===== config.mk =====
export PLATFORM = sky130hd
export DESIGN_NAME = serial_compare_scheduler_flat
export DESIGN_NICKNAME = d
export VERILOG_FILES = /design/src/rtl/serial_compare_scheduler_if.sv /design/src/rtl/serial_compare_scheduler.sv /design/src/flat_wrapper.sv
export SDC_FILE = /design/constraint.sdc
export NUM_CORES = 1
export LEC_CHECK = 0
export ABC_AREA = 1
export BUFFER_PORTS_ARGS = -buffer_cell sky130_fd_sc_hd__buf_2
export CORE_MARGIN = 5
export CORE_UTILIZATION = 43
export DETAILED_ROUTE_END_ITERATION = 8
export GPL_ROUTABILITY_DRIVEN = 0
export MAX_ROUTING_LAYER = met4
export PLACE_DENSITY = 0.76
export SETUP_SLACK_MARGIN = 0.5
export SLEW_MARGIN = 20
export SYNTH_ARGS = -nofsm -noshare
export SYNTH_HDL_FRONTEND = slang
export SYNTH_SLANG_ARGS = --single-unit
export TNS_END_PERCENT = 100

===== constraint.sdc =====
create_clock -name clk -period 1.5 [get_ports clk]
set_input_delay 0.225 -clock clk [delete_from_list [all_inputs] [get_ports clk]]
set_output_delay 0.225 -clock clk [all_outputs]
set_load 0.05 [all_outputs]

===== src/rtl/serial_compare_scheduler_if.sv =====
// Request/response bundle between two requesters, the result consumer and the
// serial comparator scheduler.
interface serial_compare_scheduler_if #(
  parameter int WIDTH = 8
);
  logic [1:0]       req_valid;
  logic [1:0]       req_ready;
  logic [WIDTH-1:0] x0;
  logic [WIDTH-1:0] y0;
  logic [WIDTH-1:0] x1;
  logic [WIDTH-1:0] y1;
  logic             rsp_valid;
  logic             rsp_ready;
  logic             rsp_id;
  logic             rsp_eq;
  logic             rsp_lt;
  logic             rsp_gt;

  modport master (
    output req_valid, x0, y0, x1, y1, rsp_ready,
    input  req_ready, rsp_valid, rsp_id, rsp_eq, rsp_lt, rsp_gt
  );

  modport slave (
    input  req_valid, x0, y0, x1, y1, rsp_ready,
    output req_ready, rsp_valid, rsp_id, rsp_eq, rsp_lt, rsp_gt
  );
endinterface


===== src/rtl/serial_compare_scheduler.sv =====
// Round-robin sharing of one external bit-serial magnitude comparator between
// two requesters; operands go out MSB-first and a tagged result comes back.
module serial_compare_scheduler #(
  parameter int WIDTH = 8
) (
  input  logic clk,
  input  logic reset,
  serial_compare_scheduler_if.slave bus,
  output logic cmp_x,
  output logic cmp_y,
  output logic cmp_init,
  input  logic cmp_e,
  input  logic cmp_l,
  input  logic cmp_g,
  output logic busy
);
  localparam int CW = (WIDTH > 1) ? $clog2(WIDTH) : 1;
  localparam logic [CW-1:0] CNT_LAST = CW'(WIDTH - 1);

  typedef enum logic [2:0] {IDLE, INIT, SHIFT, SAMPLE, RESP} state_t;

  state_t           state_q, state_d;
  logic [WIDTH-1:0] x_sh_q, x_sh_d;
  logic [WIDTH-1:0] y_sh_q, y_sh_d;
  logic [CW-1:0]    cnt_q, cnt_d;
  logic             owner_q, owner_d;
  logic             last_grant_q, last_grant_d;
  logic             rsp_valid_q, rsp_valid_d;
  logic             rsp_id_q, rsp_id_d;
  logic             rsp_eq_q, rsp_eq_d;
  logic             rsp_lt_q, rsp_lt_d;
  logic             rsp_gt_q, rsp_gt_d;
  logic             cmp_init_q, cmp_init_d;
  logic             busy_q, busy_d;
  logic             grant_valid;
  logic             grant;

  // With both requesters pending, serve the one that was not served last.
  always_comb begin
    grant = 1'b0;
    case (bus.req_valid)
      2'b01:   grant = 1'b0;
      2'b10:   grant = 1'b1;
      default: grant = ~last_grant_q;
    endcase
  end

  assign grant_valid   = (state_q == IDLE) && (bus.req_valid != 2'b00);
  assign bus.req_ready = grant_valid ? (grant ? 2'b10 : 2'b01) : 2'b00;

  always_comb begin
    state_d      = state_q;
    x_sh_d       = x_sh_q;
    y_sh_d       = y_sh_q;
    cnt_d        = cnt_q;
    owner_d      = owner_q;
    last_grant_d = last_grant_q;
    rsp_valid_d  = rsp_valid_q;
    rsp_id_d     = rsp_id_q;
    rsp_eq_d     = rsp_eq_q;
    rsp_lt_d     = rsp_lt_q;
    rsp_gt_d     = rsp_gt_q;

    case (state_q)
      IDLE: begin
        if (grant_valid) begin
          x_sh_d       = grant ? bus.x1 : bus.x0;
          y_sh_d       = grant ? bus.y1 : bus.y0;
          owner_d      = grant;
          last_grant_d = grant;
          state_d      = INIT;
        end
      end
      INIT: begin
        cnt_d   = CNT_LAST;
        state_d = SHIFT;
      end
      SHIFT: begin
        x_sh_d = x_sh_q << 1;
        y_sh_d = y_sh_q << 1;
        cnt_d  = cnt_q - 1'b1;
        if (cnt_q == '0) begin
          state_d = SAMPLE;
        end
      end
      // Comparator flags are passed through as-is, even if not one-hot.
      SAMPLE: begin
        rsp_eq_d    = cmp_e;
        rsp_lt_d    = cmp_l;
        rsp_gt_d    = cmp_g;
        rsp_id_d    = owner_q;
        rsp_valid_d = 1'b1;
        state_d     = RESP;
      end
      RESP: begin
        if (bus.rsp_ready) begin
          rsp_valid_d = 1'b0;
          state_d     = IDLE;
        end
      end
      default: state_d = IDLE;
    endcase

    cmp_init_d = (state_d == INIT);
    busy_d     = (state_d != IDLE);
  end

  always_ff @(posedge clk or negedge reset) begin
    if (!reset) begin
      state_q      <= IDLE;
      x_sh_q       <= '0;
      y_sh_q       <= '0;
      cnt_q        <= '0;
      owner_q      <= 1'b0;
      last_grant_q <= 1'b1;
      rsp_valid_q  <= 1'b0;
      rsp_id_q     <= 1'b0;
      rsp_eq_q     <= 1'b0;
      rsp_lt_q     <= 1'b0;
      rsp_gt_q     <= 1'b0;
      cmp_init_q   <= 1'b0;
      busy_q       <= 1'b0;
    end else begin
      state_q      <= state_d;
      x_sh_q       <= x_sh_d;
      y_sh_q       <= y_sh_d;
      cnt_q        <= cnt_d;
      owner_q      <= owner_d;
      last_grant_q <= last_grant_d;
      rsp_valid_q  <= rsp_valid_d;
      rsp_id_q     <= rsp_id_d;
      rsp_eq_q     <= rsp_eq_d;
      rsp_lt_q     <= rsp_lt_d;
      rsp_gt_q     <= rsp_gt_d;
      cmp_init_q   <= cmp_init_d;
      busy_q       <= busy_d;
    end
  end

  // Zero pairs outside SHIFT leave the sticky comparator state untouched.
  assign cmp_x    = (state_q == SHIFT) & x_sh_q[WIDTH-1];
  assign cmp_y    = (state_q == SHIFT) & y_sh_q[WIDTH-1];
  assign cmp_init = cmp_init_q;
  assign busy     = busy_q;

  assign bus.rsp_valid = rsp_valid_q;
  assign bus.rsp_id    = rsp_id_q;
  assign bus.rsp_eq    = rsp_eq_q;
  assign bus.rsp_lt    = rsp_lt_q;
  assign bus.rsp_gt    = rsp_gt_q;
endmodule


===== src/flat_wrapper.sv =====
// flat-port wrapper written by rule: the top's interface ports become plain ports
module serial_compare_scheduler_flat 
#(
  parameter int WIDTH = 8
)
  (clk, reset, cmp_x, cmp_y, cmp_init, cmp_e, cmp_l, cmp_g, busy, bus_req_valid, bus_x0, bus_y0, bus_x1, bus_y1, bus_rsp_ready, bus_req_ready, bus_rsp_valid, bus_rsp_id, bus_rsp_eq, bus_rsp_lt, bus_rsp_gt);
  serial_compare_scheduler_if #(.WIDTH(WIDTH)) bus_i ();
  input  logic clk;
  input  logic reset;
  output logic cmp_x;
  output logic cmp_y;
  output logic cmp_init;
  input  logic cmp_e;
  input  logic cmp_l;
  input  logic cmp_g;
  output logic busy;
  input wire logic [$bits(bus_i.req_valid)-1:0] bus_req_valid;
  input wire logic [$bits(bus_i.x0)-1:0] bus_x0;
  input wire logic [$bits(bus_i.y0)-1:0] bus_y0;
  input wire logic [$bits(bus_i.x1)-1:0] bus_x1;
  input wire logic [$bits(bus_i.y1)-1:0] bus_y1;
  input wire logic [$bits(bus_i.rsp_ready)-1:0] bus_rsp_ready;
  output wire logic [$bits(bus_i.req_ready)-1:0] bus_req_ready;
  output wire logic [$bits(bus_i.rsp_valid)-1:0] bus_rsp_valid;
  output wire logic [$bits(bus_i.rsp_id)-1:0] bus_rsp_id;
  output wire logic [$bits(bus_i.rsp_eq)-1:0] bus_rsp_eq;
  output wire logic [$bits(bus_i.rsp_lt)-1:0] bus_rsp_lt;
  output wire logic [$bits(bus_i.rsp_gt)-1:0] bus_rsp_gt;
  assign bus_i.req_valid = bus_req_valid;
  assign bus_i.x0 = bus_x0;
  assign bus_i.y0 = bus_y0;
  assign bus_i.x1 = bus_x1;
  assign bus_i.y1 = bus_y1;
  assign bus_i.rsp_ready = bus_rsp_ready;
  assign bus_req_ready = bus_i.req_ready;
  assign bus_rsp_valid = bus_i.rsp_valid;
  assign bus_rsp_id = bus_i.rsp_id;
  assign bus_rsp_eq = bus_i.rsp_eq;
  assign bus_rsp_lt = bus_i.rsp_lt;
  assign bus_rsp_gt = bus_i.rsp_gt;
  serial_compare_scheduler #(.WIDTH(WIDTH)) u_core (.clk(clk), .reset(reset), .bus(bus_i), .cmp_x(cmp_x), .cmp_y(cmp_y), .cmp_init(cmp_init), .cmp_e(cmp_e), .cmp_l(cmp_l), .cmp_g(cmp_g), .busy(busy));
endmodule

==> results of run 1 <==
[metal layers]
| layer | vias to the layer above | wire [um] |
|---|---|---|
| li1 | 883 | - |
| met5 | - | 0 |
| met1 | 846 | 2330 |
| met3 | 13 | 254 |
| met4 | 0 | 115 |
| met2 | 63 | 2870 |
[cell usage after synthesis (all sizes together) (4+ instances only)]
master	instances
nand2	45
ha	4
dfrtp	30
a21oi	4
o21ai	6
nand3b	14
buf	10
nand3	61
nor2	8
inv	39
[placed cells by master, fill, tap and decap left out]
cell type	Yosys	routed
nand3_4	0	5
nor2_4	1	9
ha_2	0	1
inv_12	0	1
nand4_1	1	1
nand2_2	1	3
nand3b_1	14	14
clkinv_2	0	1
buf_2	2	39
nand2_1	43	35
buf_8	0	4
buf_4	5	14
nand2_4	1	6
o21ai_1	1	5
inv_2	4	3
buf_6	2	18
dfrtp_2	0	1
buf_12	1	2
o21ai_2	0	1
ha_4	0	1
ha_1	4	2
inv_4	0	2
clkbuf_8	0	6
inv_1	35	30
nor2_8	1	1
buf_16	0	2
nand3_2	10	30
dfrtp_1	30	29
a21oi_2	2	4
bufinv_16	0	1
nand3_1	51	27
inv_6	0	2
nand2_8	0	1
dfstp_2	1	1
inv_8	0	1
nor3_4	0	1
[through the flow]
stage | cells | hold WS (ns) | setup slack, ns | instance area [sq um] | power [mW]
6_report | 354 | -0.0275 | -0.0413 | 2940 | 6.74
5_1_grt | 354 | 0.0373 | -0.101 | 2940 | 7.12
4_1_cts | 351 | -0.00580 | -0.0311 | 2870 | 6.39
3_5_place_dp | 323 | 0.302 | 0.0246 | 2280 | 4.18
3_3_place_gp | 323 | 0.301 | 0.0466 | 2280 | 4.09
2_1_floorplan | 224 | -0.0706 | 0.171 | 2000 | 3.71
[cell families after synthesis]
family | Yosys count | share of synthesized area
compound gates | 10 | 0.0315
buf+inv | 49 | 0.129
simple gates | 130 | 0.387
flops | 31 | 0.425
fa+ha+maj | 4 | 0.0274
[power breakdown]
group | switching [mW] | internal, mW
logic | 2.49 | 1.87
clock network | 0.326 | 0.537
registers | 0.265 | 1.26
[registers in the layout (all words and copies together), names as in the netlist, 3 cells and up]
register	flops
u_core.state_q	3
u_core.cnt_q	3
u_core.x_sh_q	8
u_core.y_sh_q	8
[layout make-up]
type,instances,area [sq um]
sequential,31,778
fill,283,1120
tap,50,62.6
clock buffer,6,82.6
multi-input combinational,147,1140
inverter,39,181
timing repair buffer,79,658
clock inverter,2,35.0
[worst max path at each step]
stage                             endpoint
final                     bus_req_ready[0]
after global routing      bus_req_ready[0]
after CTS                 bus_req_ready[0]
after detailed placement  bus_req_ready[0]
after global placement    bus_req_ready[0]
after floorplan           bus_req_ready[1]
[worst max-delay path, cell delays in order, from the launching register on]
cell,delay [ns]
dfrtp_2,0.44
nor2_4,0.18
nand3_4,0.13
nor2_4,0.12
buf_6,0.16
[repair_timing]
action / in CTS / in global routing
pin swaps: 20 / 5
setup buffers: 15 / 3
hold endpoints to repair: 24 / 0
cloned: 5 / 0
setup endpoints to repair: 41 / 42
resized for setup: 75 / 13
==> impl_metrics.env, run 1 <==
export IMPL_outcome="complete, but fails checks"
export IMPL_violations="hold timing, setup timing"
export IMPL_die_area_sq_mm=0.00566
export IMPL_fin_util=0.725
export IMPL_rr_worst_depth=9
export IMPL_wl_per_cell_um=15.7
export IMPL_setup_violations=4
export IMPL_leakage_nw=1.52
export IMPL_cap_violations=0
export IMPL_cts_sinks=31
export IMPL_grt_util_met2=0.358
export IMPL_dr_pass1_iters=4
export IMPL_max_clock_path_buffers=2
export IMPL_ys_seq_area_frac=0.425
export IMPL_synth_top_area_share=0.411
export IMPL_rr_endpoint="u_core.x_sh_q[0]"
export IMPL_clk_latency_ns=0.29
export IMPL_fin_crit_ns=1.54
export IMPL_clk_pin_slew_worst_paths_ns=0.06
export IMPL_drive_gt1_frac=0.530
export IMPL_coreArea_sq_mm=0.00406
export IMPL_holdWs_ns=-0.0275
export IMPL_worstMarginPinSlew_ns=0.690
export IMPL_cp_max_fo=3
export IMPL_critPathCaptureType="output pin"
export IMPL_routed_wl_mm=5.57
export IMPL_antenna_found_initial=0
export IMPL_use_met1=0.295
export IMPL_synthTopCellsByArea="dfrtp_1 (41%), nand3_1 (14%), nand2_1 (8.8%)"
export IMPL_routed_via_density=5.10
export IMPL_cts_made_buffers=5
export IMPL_rows=23
export IMPL_io_buffers=50
export IMPL_pin_count=51
export IMPL_finalClockSkew_ns=0.00837
export IMPL_final_hold_viol_count=30
export IMPL_busiest_layer="met2"
export IMPL_required_ns=1.27
export IMPL_syn_area_per_cell_sq_um=8.16
export IMPL_antennaDiodeCount=0
export IMPL_grt_max_degree=32
export IMPL_yosys_cell_types_count=25
export IMPL_cp_startpoint="u_core.state_q[0]"
export IMPL_ir_drop_uv=1240
export IMPL_reg2reg_slack_ns=0.01
export IMPL_cts_tree="yes"
export IMPL_fp_dieH_um=75.2
export IMPL_grtUsageMet3=0.0401
export IMPL_slew_limit_headroom=0.540
export IMPL_areaGrowthSynthToFinish_pct=60.9
export IMPL_synth_largest_area_cell="dfrtp_1"
export IMPL_grt_usage=0.227
export IMPL_synthArstFlopShare=1.00
export IMPL_rsz0062_at_grt="true"
export IMPL_die_x_um=75.2
export IMPL_crit_arrival_ns=1.32
export IMPL_synth_edff_count=0
export IMPL_ys_warn_count=0
export IMPL_drtAntennaViolNets=0
export IMPL_initial_core_util=0.451
export IMPL_synthFlopType="dfrtp_1"
export IMPL_min_path_type="input pin to async pin"
export IMPL_slew_viol_final=0
export IMPL_cts_root_buf="clkbuf_8"
export IMPL_fmax_ghz=0.649
export IMPL_ys_ff_latch=31
export IMPL_start_kind="flop"
export IMPL_synth_nets=268
export IMPL_drt_iter0_markers=126
export IMPL_htreeDepth=2
export IMPL_vias=1805
export IMPL_r2r_start="u_core.state_q[0]"
export IMPL_synth_cells=224
export IMPL_post_dp_hpwl_mm=3.23
export IMPL_globalRouteOverflowTotal=0
export IMPL_fin_crit_sh=1.03
export IMPL_grt_pass1_vias=1886
export IMPL_final_nets=347
export IMPL_grt_pass1_wl_mm=9.29
export IMPL_fin_ws_ns=-0.0413
export IMPL_syn_cell_area_sq_mm=0.00183
export IMPL_drcViolationCount=0
export IMPL_critPathKind="flop to output pin"
export IMPL_setup_tns_final_ns=-0.0767
export IMPL_cellPowerDensity_mw_per_mm2=2290
Note: power is estimated with default switching activity, not from simulation.
==> run 2, diff against run 1 <==
Settings changed: MAX_ROUTING_LAYER met4 to default.
==> run 2 against run 1 <==
The run still ends with hold timing, setup timing left. Cell count unchanged. Power about the same. Worst setup slack about the same. Core utilization unchanged. Sequential power about the same. Largest cell class unchanged. Die area unchanged. Critical endpoint unchanged. Clock skew increased by 0.0011 ns.
==> impl_metrics.env, run 2 (synthesized netlist as in run 1, its figures left out) <==
export IMPL_holdWs_ns=-0.0269
export IMPL_power_frac_clock=0.128
export IMPL_rr_worst_depth=9
export IMPL_p_int_mw=3.67
export IMPL_layout_common_cells="buf_2 (39), nand2_1 (35), inv_1 (30), nand3_2 (30), dfrtp_1 (29)"
export IMPL_clk_pin_slew_worst_paths_ns=0.06
export IMPL_slew_limit_headroom=0.539
export IMPL_final_nets=347
export IMPL_ir_drop_uv=1240
export IMPL_grt_max_degree=32
export IMPL_largestRegisters="u_core.x_sh_q x8, u_core.y_sh_q x8"
export IMPL_cp_max_fo=3
export IMPL_clk_latency_ns=0.29
export IMPL_die_x_um=75.2
export IMPL_drt_iter0_markers=104
export IMPL_leakage_nw=1.52
export IMPL_dpl_instance_area_sq_mm=0.00228
export IMPL_cp_startpoint="u_core.state_q[0]"
export IMPL_dr_pass1_iters=4
export IMPL_cts_made_buffers=5
export IMPL_vias=1812
export IMPL_globalRouteOverflowTotal=0
export IMPL_violations="hold timing, setup timing"
export IMPL_io_buffers=50
export IMPL_grt_pass1_vias=1878
export IMPL_reg2reg_slack_ns=0.01
export IMPL_antenna_found_initial=0
export IMPL_slew_viol_final=0
export IMPL_routed_wl_mm=5.55
export IMPL_wl_per_cell_um=15.7
export IMPL_required_ns=1.27
export IMPL_min_path_type="input pin to async pin"
export IMPL_post_dp_hpwl_mm=3.23
export IMPL_r2r_start="u_core.state_q[0]"
export IMPL_cts_root_buf="clkbuf_8"
export IMPL_cap_violations=0
export IMPL_initial_core_util=0.451
export IMPL_outcome="complete, but fails checks"
export IMPL_fmax_ghz=0.649
export IMPL_final_hold_viol_count=30
export IMPL_drive_gt1_frac=0.530
export IMPL_antennaDiodeCount=0
export IMPL_rows=23
export IMPL_fill_cells=283
export IMPL_worstMarginPinSlew_ns=0.692
export IMPL_setup_violations=4
export IMPL_grt_pass1_wl_mm=9.27
export IMPL_start_kind="flop"
export IMPL_drcViolationCount=0
export IMPL_p_sw_frac=0.456
export IMPL_place_ws_ns=0.0246
export IMPL_fin_crit_sh=1.03
export IMPL_critPathKind="flop to output pin"
export IMPL_fp_dieH_um=75.2
export IMPL_power_mw=6.74
export IMPL_die_area_sq_mm=0.00566
export IMPL_p_switching_mw=3.07
export IMPL_drtAntennaViolNets=0
export IMPL_seqPwrFrac=0.225
export IMPL_final_common_cell="buf_2"
export IMPL_areaGrowthSynthToFinish_pct=60.9
export IMPL_cellPowerDensity_mw_per_mm2=2290
export IMPL_routed_via_density=5.12
export IMPL_cts_tree="yes"
export IMPL_cts_sinks=31
export IMPL_coreArea_sq_mm=0.00406
export IMPL_crit_arrival_ns=1.32
export IMPL_fin_crit_ns=1.54
export IMPL_critPathCaptureType="output pin"
export IMPL_comb_power_share=0.646
export IMPL_pin_count=51
export IMPL_max_clock_path_buffers=2
export IMPL_fin_ws_ns=-0.0415
export IMPL_htreeDepth=2
export IMPL_rsz0062_at_grt="true"
export IMPL_final_area_sq_mm=0.00294
export IMPL_rr_endpoint="u_core.x_sh_q[0]"
export IMPL_grt_usage=0.220
export IMPL_finalClockSkew_ns=0.00944
run 2: cell counts in the layout (fill, tap and decap cells not counted):
Identical to the previous run, type by type.
run 2: worst max-delay path by stage:
stage | end | cells after the start
2_1_floorplan | bus_req_ready[1] | 4
3_3_place_gp | bus_req_ready[0] | 8
3_5_place_dp | bus_req_ready[0] | 8
4_1_cts | bus_req_ready[0] | 5
5_1_grt | bus_req_ready[0] | 4
6_report | bus_req_ready[0] | 4
run 2: what timing repair did:
| action | in CTS | in global routing |
|---|---|---|
| setup endpoints to repair | 41 | 42 |
| gates cloned | 5 | 0 |
| pin swaps | 20 | 5 |
| setup buffers | 15 | 3 |
| resized for setup | 75 | 13 |
| hold endpoints to repair | 24 | 0 |
run 2: layout make-up:
cell class	instances	area, sq um	share of cell area
Multi-Input combinational cell	147	1140	0.389
Clock inverter	2	35.0	0.0119
Inverter	39	181	0.0617
Sequential cell	31	778	0.265
Clock buffer	6	82.6	0.0281
Timing Repair Buffer	79	658	0.224
Tap cell	50	62.6	0.0213
run 2: metal layers:
layer / track usage / wire length [um]
met4: 0.0796 / 115
met3: 0.0481 / 278
met5: 0 / 0
met1: 0.288 / 2290
met2: 0.360 / 2870
run 2: worst max-delay path, stage by stage, from the launching register on:
cell	delay, ns
dfrtp_2	0.44
nor2_4	0.18
nand3_4	0.13
nor2_4	0.12
buf_6	0.16
run 2: metrics by stage:
| stage | std cells | util | TNS [ns] |
|---|---|---|---|
| 6_report | 354 | 0.725 | -0.0775 |
| 5_1_grt | 354 | 0.725 | -0.538 |
| 2_1_floorplan | 224 | - | 0 |
| 3_5_place_dp | 323 | 0.562 | 0 |
| 4_1_cts | 351 | 0.707 | -0.0311 |
| 3_3_place_gp | 323 | 0.562 | 0 |
run 2: power by group through the flow:
stage | logic [mW] | registers [mW] | clock network (mW)
after floorplan | 1.97 | 1.75 | 0
after global placement | 2.63 | 1.47 | 0
after detailed placement | 2.70 | 1.48 | 0
after CTS | 4.03 | 1.49 | 0.868
after global routing | 4.66 | 1.55 | 0.911
final | 4.35 | 1.52 | 0.866
